==> src/rtl/wb_arbiter2.sv <==
// wb_arbiter2: two-master Wishbone B4 pipelined arbiter in front of a single
// slave. Round-robin grant per bus cycle, bounded outstanding-request counter,
// and a response watchdog that aborts a hung slave cycle with err.
module wb_arbiter2 #(
  parameter int ADDR_WIDTH      = 16,
  parameter int DATA_WIDTH      = 32,
  parameter int GRANULE         = 8,
  parameter int MAX_OUTSTANDING = 4,
  parameter int TIMEOUT         = 255,
  localparam int SEL_WIDTH      = DATA_WIDTH / GRANULE
) (
  input  logic                  clk_i,
  input  logic                  rst_ni,
  // master 0
  input  logic                  m0_cyc_i,
  input  logic                  m0_stb_i,
  input  logic                  m0_we_i,
  input  logic [ADDR_WIDTH-1:0] m0_adr_i,
  input  logic [DATA_WIDTH-1:0] m0_dat_i,
  input  logic [SEL_WIDTH-1:0]  m0_sel_i,
  output logic [DATA_WIDTH-1:0] m0_dat_o,
  output logic                  m0_ack_o,
  output logic                  m0_err_o,
  output logic                  m0_stall_o,
  // master 1
  input  logic                  m1_cyc_i,
  input  logic                  m1_stb_i,
  input  logic                  m1_we_i,
  input  logic [ADDR_WIDTH-1:0] m1_adr_i,
  input  logic [DATA_WIDTH-1:0] m1_dat_i,
  input  logic [SEL_WIDTH-1:0]  m1_sel_i,
  output logic [DATA_WIDTH-1:0] m1_dat_o,
  output logic                  m1_ack_o,
  output logic                  m1_err_o,
  output logic                  m1_stall_o,
  // slave
  output logic                  s_cyc_o,
  output logic                  s_stb_o,
  output logic                  s_we_o,
  output logic [ADDR_WIDTH-1:0] s_adr_o,
  output logic [DATA_WIDTH-1:0] s_dat_o,
  output logic [SEL_WIDTH-1:0]  s_sel_o,
  input  logic [DATA_WIDTH-1:0] s_dat_i,
  input  logic                  s_ack_i,
  input  logic                  s_err_i,
  input  logic                  s_stall_i
);

  localparam int OW = $clog2(MAX_OUTSTANDING + 1);
  localparam int WW = $clog2(TIMEOUT + 1);
  localparam logic [OW-1:0] OUT_MAX = OW'(MAX_OUTSTANDING);
  localparam logic [WW-1:0] WD_LAST = WW'(TIMEOUT - 1);

  typedef enum logic [1:0] {IDLE, OWN, ABORT} state_t;

  typedef struct packed {
    logic                  cyc;
    logic                  stb;
    logic                  we;
    logic [ADDR_WIDTH-1:0] adr;
    logic [DATA_WIDTH-1:0] dat;
    logic [SEL_WIDTH-1:0]  sel;
  } wb_req_t;

  state_t        state;
  logic          owner;
  logic          last;
  logic [OW-1:0] outst;
  logic [WW-1:0] wdog;

  wb_req_t [1:0] mreq;
  wb_req_t       oreq;
  logic    [1:0] m_ack, m_err, m_stall;
  logic          own, full, busy, resp, accept, rsp_take, wd_fire, win;

  assign mreq[0] = {m0_cyc_i, m0_stb_i, m0_we_i, m0_adr_i, m0_dat_i, m0_sel_i};
  assign mreq[1] = {m1_cyc_i, m1_stb_i, m1_we_i, m1_adr_i, m1_dat_i, m1_sel_i};
  assign oreq    = mreq[owner];

  assign own  = (state == OWN);
  assign full = (outst == OUT_MAX);
  assign busy = (outst != '0);
  assign resp = s_ack_i | s_err_i;

  // Slave request side: owner's request muxed straight through. stb is also
  // qualified by cyc so the slave never sees a strobe outside a bus cycle.
  assign s_cyc_o = own & oreq.cyc;
  assign s_stb_o = own & oreq.cyc & oreq.stb & ~full;
  assign s_we_o  = oreq.we;
  assign s_adr_o = oreq.adr;
  assign s_dat_o = oreq.dat;
  assign s_sel_o = oreq.sel;

  // A response only counts (and is only routed) when something is in flight.
  assign accept   = s_stb_o & ~s_stall_i;
  assign rsp_take = own & busy & resp;
  assign wd_fire  = own & busy & ~resp & (wdog == WD_LAST);

  // Tie goes to whoever was not served last; otherwise the lone requester.
  assign win = (m0_cyc_i & m1_cyc_i) ? ~last : m1_cyc_i;

  for (genvar g = 0; g < 2; g++) begin : g_master
    logic mine;
    assign mine       = own & (owner == 1'(g));
    assign m_stall[g] = ~mine | s_stall_i | full;
    assign m_ack[g]   = mine & rsp_take & s_ack_i;
    assign m_err[g]   = mine & ((rsp_take & s_err_i) | wd_fire);
  end

  assign m0_dat_o   = s_dat_i;
  assign m1_dat_o   = s_dat_i;
  assign m0_ack_o   = m_ack[0];
  assign m1_ack_o   = m_ack[1];
  assign m0_err_o   = m_err[0];
  assign m1_err_o   = m_err[1];
  assign m0_stall_o = m_stall[0];
  assign m1_stall_o = m_stall[1];

  // Arbitration FSM with outstanding counter and response watchdog.
  always_ff @(posedge clk_i or negedge rst_ni) begin
    if (!rst_ni) begin
      state <= IDLE;
      owner <= 1'b0;
      last  <= 1'b1;
      outst <= '0;
      wdog  <= '0;
    end else begin
      case (state)
        IDLE: begin
          if (m0_cyc_i | m1_cyc_i) begin
            state <= OWN;
            owner <= win;
            last  <= win;
            outst <= '0;
            wdog  <= '0;
          end
        end
        OWN: begin
          if (!oreq.cyc) begin
            // Owner gave up the cycle: anything still in flight is abandoned.
            state <= IDLE;
            outst <= '0;
            wdog  <= '0;
          end else if (wd_fire) begin
            state <= ABORT;
            outst <= '0;
            wdog  <= '0;
          end else begin
            if (accept && !rsp_take)      outst <= outst + 1'b1;
            else if (!accept && rsp_take) outst <= outst - 1'b1;
            if (!busy || resp) wdog <= '0;
            else               wdog <= wdog + 1'b1;
          end
        end
        ABORT: begin
          if (!oreq.cyc) state <= IDLE;
        end
        default: state <= IDLE;
      endcase
    end
  end

endmodule

==> config.mk <==
export PLATFORM = sky130hd
export DESIGN_NAME = wb_arbiter2
export DESIGN_NICKNAME = d
export VERILOG_FILES = /design/src/rtl/wb_arbiter2.sv
export SDC_FILE = /design/constraint.sdc
export NUM_CORES = 1
export LEC_CHECK = 0
export ABC_AREA = 1
export CORE_MARGIN = 8
export CORE_UTILIZATION = 27
export DETAILED_ROUTE_END_ITERATION = 8
export PLACE_DENSITY_LB_ADDON = 0.2
export SETUP_SLACK_MARGIN = 0.2
export SYNTH_ARGS = -nofsm -noshare
export SYNTH_HDL_FRONTEND = slang
export SYNTH_SLANG_ARGS = --single-unit
==> constraint.sdc <==
create_clock -name clk_i -period 2.3 [get_ports clk_i]
set_input_delay 0.46 -clock clk_i [delete_from_list [all_inputs] [get_ports clk_i]]
set_output_delay 0.46 -clock clk_i [all_outputs]
set_load 0.02 [all_outputs]
Word-level counts from Yosys, hierarchy flattened
Cells that the tools add are included.

storage, ports and cells
  register bits after elaboration = 15
  input port bits = 147
  output and inout bits = 125

operators by class
  $add $sub $neg = 3
  order comparisons = 1
  equality and inequality tests = 8
  muxes and demuxes = 19
  bitwise operators = 32
  reductions and logical operators = 13

operators by type and width
  kind                   number
  $mux W55               2
  $mux W8                4
  $and A1 B1 Y1          18
  $pmux W8 S2            1
  $mux W3                5
  $add A8 B1 Y8 const B  1
  $eq A8 B8 Y1 const B   1
  $mux W2                4
  $not A1 Y1             7
  $or A1 B1 Y1           7
  $pmux W2 S3            1
  $pmux W3 S2            1
  $reduce_and A3 Y1      2
  $ne A5 B2 Y1 const B   1
  $ne A2 B2 Y1 const B   2
  $reduce_and A2 Y1      2
  $add A3 B1 Y3 const B  1
  $eq A3 B3 Y1 const B   1
  $logic_not A1 Y1       3
  $ne A3 B2 Y1 const B   1
  $reduce_bool A3 Y1     1
  $sub A3 B1 Y3 const B  1
  $eq A2 B1 Y1 const B   1
  $eq A2 B2 Y1 const B   1
  6 further kinds        7

Longest topological paths before layout
Gate-level depths: netlist of run 1.

  depth after elaboration = 13
  depth in mapped cells = 13
  gate-level depth less buffers = 13

Least setup slack after synthesis of run 1
Ideal clock, no wire load.

  kind = flip-flop to flip-flop
  start point = register outst[1]
  end point = register outst[2]
  data arrival time = 1.707 ns
  data required time = 2.182 ns
  slack = 0.475 ns
  stages on the path, launching flop included = 12
  cells stage by stage = dfrtp_1 > nor2_1 > nand2_1 > nand2_1 > nor2_4 > nand3_2 > inv_1 > fa_1 > xor2_1 > nand4_1 > nand3_1 > o21ai_2

between the ends
  word-level cells in the longest chain between the ends = 9
  elaborated cells on any way between the ends = 22
  classes of those cells = 2 x add/sub; 2 x eq/ne; 5 x mux; 7 x bitwise; 6 x reduce/logical

ends and longest elaborated chain
  element                 line  RTL
  from (decl)             68    logic [OW-1:0] outst;
  from (signal assigned)  149   if (accept && !rsp_take) outst <= outst + 1'b1;
  from (signal assigned)  150   else if (!accept && rsp_take) outst <= outst - 1'b1;
  $eq A3 B3 Y1 *          81    assign full = (outst == OUT_MAX);
  $not A1 Y1 *            88    assign s_stb_o = own & oreq.cyc & oreq.stb & ~full;
  $and A1 B1 Y1 *         88
  via s_stb_o             38    output logic s_stb_o,
  $and A1 B1 Y1 *         95    assign accept = s_stb_o & ~s_stall_i;
  $logic_and A1 B1 Y1     149
  $mux W3                 149
  $mux W3                 144   end else if (wd_fire) begin
  $mux W3                 139   if (!oreq.cyc) begin
  $pmux W3 S2             128   case (state)

Mark *: on every way through the listed nets, which the timed path passes. The rest lies on a longest branch. The select of a mux whose other input is x is not followed.
A chain may end at the register's enable or synchronous reset.

Final worst setup path of run 1
  start point = register owner
  end point = output port s_dat_o[14]

between the ends
  word-level cells in the longest chain between the ends = 2

ends and longest elaborated chain
  element                                       line  RTL
  from (decl)                                   66    logic owner;
  from (signal assigned)                        132   owner <= win;
  $mux W55 (implied by the code) (2 in series)  78    assign oreq = mreq[owner];
  to (decl)                                     41    output logic [DATA_WIDTH-1:0] s_dat_o,

No other way between the ends. The select of a mux whose other input is x is not followed.

==> metrics.yaml, run 1 <==
status:
  outcome: "finished, final reports clean"
sta:
  fin_crit_sh: 0.957
  setup_viol: 0
  max_freq_mhz: 455
  finalSetupTns_ns: 0
  whs_ns: 0.486
  fin_crit_ns: 2.20
  clock_skew_ns: 0.00341
  rsz0062_at_grt: "yes"
  max_slew.worst_pin.slew_ns: 0.712
  final-hold-violation-count: 0
  maxSlewViolCount: 0
  maxSlewHeadroom: 0.524
global_routing:
  grt_pass1_vias: 2603
  grt_pass1_wl_mm: 15.4
  overflow: 0
  grt_max_degree: 46
  antenna_found_initial: 0
  gr-usage-all-layers: 0.176
detailed_routing:
  viasPerCell: 4.30
  remaining_drc_errors: 0
  first_pass_iters: 4
  drt_wl_total_mm: 10.6
  ant_nets: 0
  drt-initial-drc-count: 89
  vias: 2568
  wl_per_cell_um: 17.7
yosys:
  synth.distinct_cells: 28
  syn_area_per_cell_um2: 5.85
  synth_async_sr_flop_share: 1.00
  synth_commonest_cells: "186 x nand2_1, 64 x buf_4, 19 x inv_1"
  syn_inst: 370
  yosys-top-cells-area: "nand2_1 32%, buf_4 22%, dfrtp_1 16%"
  synth.most_common_cell: "nand2_1"
  synth_area_leader_cell: "nand2_1"
  syn_area_um2: 2170
  yosysWarnings: 0
  ys_seq_area_frac: 0.174
  syn_nets: 520
  synth_edf_count: 0
  ys_ff_latch: 15
  synth_top_area_frac: 0.322
  synthFlopType: "dfrtp_1"
layout:
  n_fill_cell: 823
  num-nets-final: 646
  drive_gt1_frac: 0.174
  ff_latch_area_um2: 378
  stdcell_count: 597
  multi_input_area_um2: 1220
  num_antenna_cells: 0
  area_delta_synth_final_pct: 70.4
worst_setup_path:
  startpoint: "owner"
  crit_chain: "buf_8 -> nand2_1 -> nand2_1 -> clkdlybuf4s50_1"
  critical_path.top_delay_family: "buffers and inverters"
  r2r_setup_slack_ns: 0.19
  cp_common_cell: "nand2_1"
  r2r_end: "outst[2]"
  worstPathMaxFanout: 45
  crit_buf_inv: 2
  cp-end-kind: "output port"
  critPathArrivalTime_ns: 1.74
  cpPeakStageDelay_ns: 0.60
  endpoint: "s_dat_o[14]"
  worstSetupPathType: "flip-flop to output port"
  slowest_stage: "clkdlybuf4s50_1"
  reg2reg_depth: 14
  crit_required_ns: 1.84
  r2r-start: "owner"
  cp.depth: 4
  cp-start-kind: "flip-flop"
die:
  rows: 32
  ioPinCount: 272
  initial_core_util: 0.279
  die_y_um: 106
  core_um2: 7770
  design.die.area_um2: 11100
  die_x_um: 106
clocking:
  clk_pin_slew_worst_paths_ns: 0.06
  clockBufferDepth: 2
  numClockSinks: 15
  hold_buffers: 0
  cts_buffers: 3
  cts_tree: "done"
  cts_max_level: 1
  cts.root.buffer_cell: "clkbuf_8"
  worst_skew_pair.late_latency_ns: 0.25
place:
  dp_cells: 587
  dp_hpwl_mm: 8.99
  place_congestion: 0.792
  numPortBuffers: 175
run:
  maxCapViolations: 0
power_and_ir_drop:
  leakagePower_uw: 0.00190
  ir_worst_vdd_mv: 0.358
  powerDensity_nw_per_um2: 961
min_path:
  min-delay-path-class: "flip-flop to flip-flop"
[stage by stage]
step           power (uW)  area, um2  utilization  setup slack (ns)
3_3_place_gp         3450       3650        0.469            -0.266
2_1_floorplan        2160       2170            -             0.475
6_report             3550       3690        0.475            0.0999
3_5_place_dp         3470       3650        0.469            -0.276
5_1_grt              3870       3690        0.475            0.0379
4_1_cts              3540       3670        0.473            0.0349
[report_power, final]
part | total (uW) | leakage [uW] | internal, uW | switching, uW
clock network | 216 | 0.0000228 | 123 | 93.8
registers | 410 | 0.000199 | 333 | 76.8
logic | 2920 | 0.00167 | 1130 | 1790
total | 3550 | 0.00190 | 1590 | 1960
[layer usage]
metal / GRT usage / vias up / share of wire
met5: 0 / - / 0
met4: 0.0131 / 0 / 0.0042
met3: 0.143 / 7 / 0.19
met2: 0.280 / 157 / 0.46
met1: 0.186 / 1088 / 0.35
li1: - / 1316 / -
[timing repair]
item | in CTS | in global routing
buffers inserted | 0 | 5
setup endpoints to repair | 59 | 27
pin swaps | 2 | 11
gates cloned | 1 | 0
resized for setup | 71 | 54
[placed cells by master (no fill, tap or decap), types with 2 or more instances in the layout]
cell type / synthesis / final
a21oi_2: 2 / 3
o22ai_1: 2 / 2
inv_1: 19 / 18
clkbuf_8: 0 / 3
nor4_1: 2 / 2
ha_1: 2 / 2
nand2_1: 186 / 182
dlymetal6s2s_1: 0 / 5
buf_8: 0 / 2
clkbuf_2: 0 / 18
a21oi_1: 3 / 2
dlygate4sd2_1: 0 / 35
clkdlybuf4s15_1: 0 / 2
nor2_4: 3 / 3
nand3_2: 3 / 3
dfrtp_1: 14 / 13
o21ai_2: 3 / 3
o21ai_0: 5 / 5
nand3_1: 10 / 9
nand4_1: 3 / 3
buf_4: 64 / 23
nor2_1: 16 / 15
clkdlybuf4s50_1: 0 / 110
inv_2: 4 / 4
nand2_2: 6 / 10
nand2_4: 3 / 3
[worst min path at each step]
| stage | startpoint | endpoint | slack [ns] | depth (start not counted) |
|---|---|---|---|---|
| 2_1_floorplan | rst_ni | outst[0] | 0.16 | 0 |
| 3_3_place_gp | last | last | 0.48 | 2 |
| 3_5_place_dp | last | last | 0.48 | 2 |
| 4_1_cts | last | last | 0.49 | 2 |
| 5_1_grt | outst[0] | outst[0] | 0.52 | 2 |
| 6_report | last | last | 0.49 | 2 |
[flip-flops by register name, indices dropped and copies added, names as in the netlist]
register  cells
last          1
outst         3
owner         1
state         2
wdog          8
[kinds of logic (layout without fill, tap and decap cells)]
logic type / after synthesis / in the layout / share of synthesized area
AO/OA/AOI/OAI: 17 / 17 / 0.0508
XOR/XNOR: 2 / 2 / 0.00809
adder cells (fa/ha/maj): 3 / 3 / 0.0208
buffers and inverters: 99 / 224 / 0.282
flip-flops: 15 / 15 / 0.174
AND/OR/NAND/NOR: 234 / 234 / 0.464
[worst reg2reg max path, stage by stage (launching register included)]
cell	delay, ns
dfrtp_2	0.44
buf_4	0.15
buf_8	0.12
nand2_1	0.06
nand2_2	0.06
nand2_2	0.10
nor2_4	0.04
buf_4	0.13
nand3_4	0.06
inv_2	0.04
fa_2	0.37
xor2_2	0.17
nand4_1	0.13
nand3_2	0.09
o21ai_2	0.05
[area by class of cell]
| class | count | area share |
|---|---|---|
| tap | 102 | 0.0346 |
| multi-input combinational | 256 | 0.329 |
| clock buffer | 4 | 0.0122 |
| sequential | 15 | 0.102 |
| inverter | 23 | 0.0241 |
| timing repair buffer | 197 | 0.497 |
Power figures use the tool's default switching activity.
==> run 2, diff against run 1 <==
GPL_ROUTABILITY_DRIVEN = 0   (was not set)
==> results of run 2 <==
Final layout, timing and power as in run 1 (identical DEF).
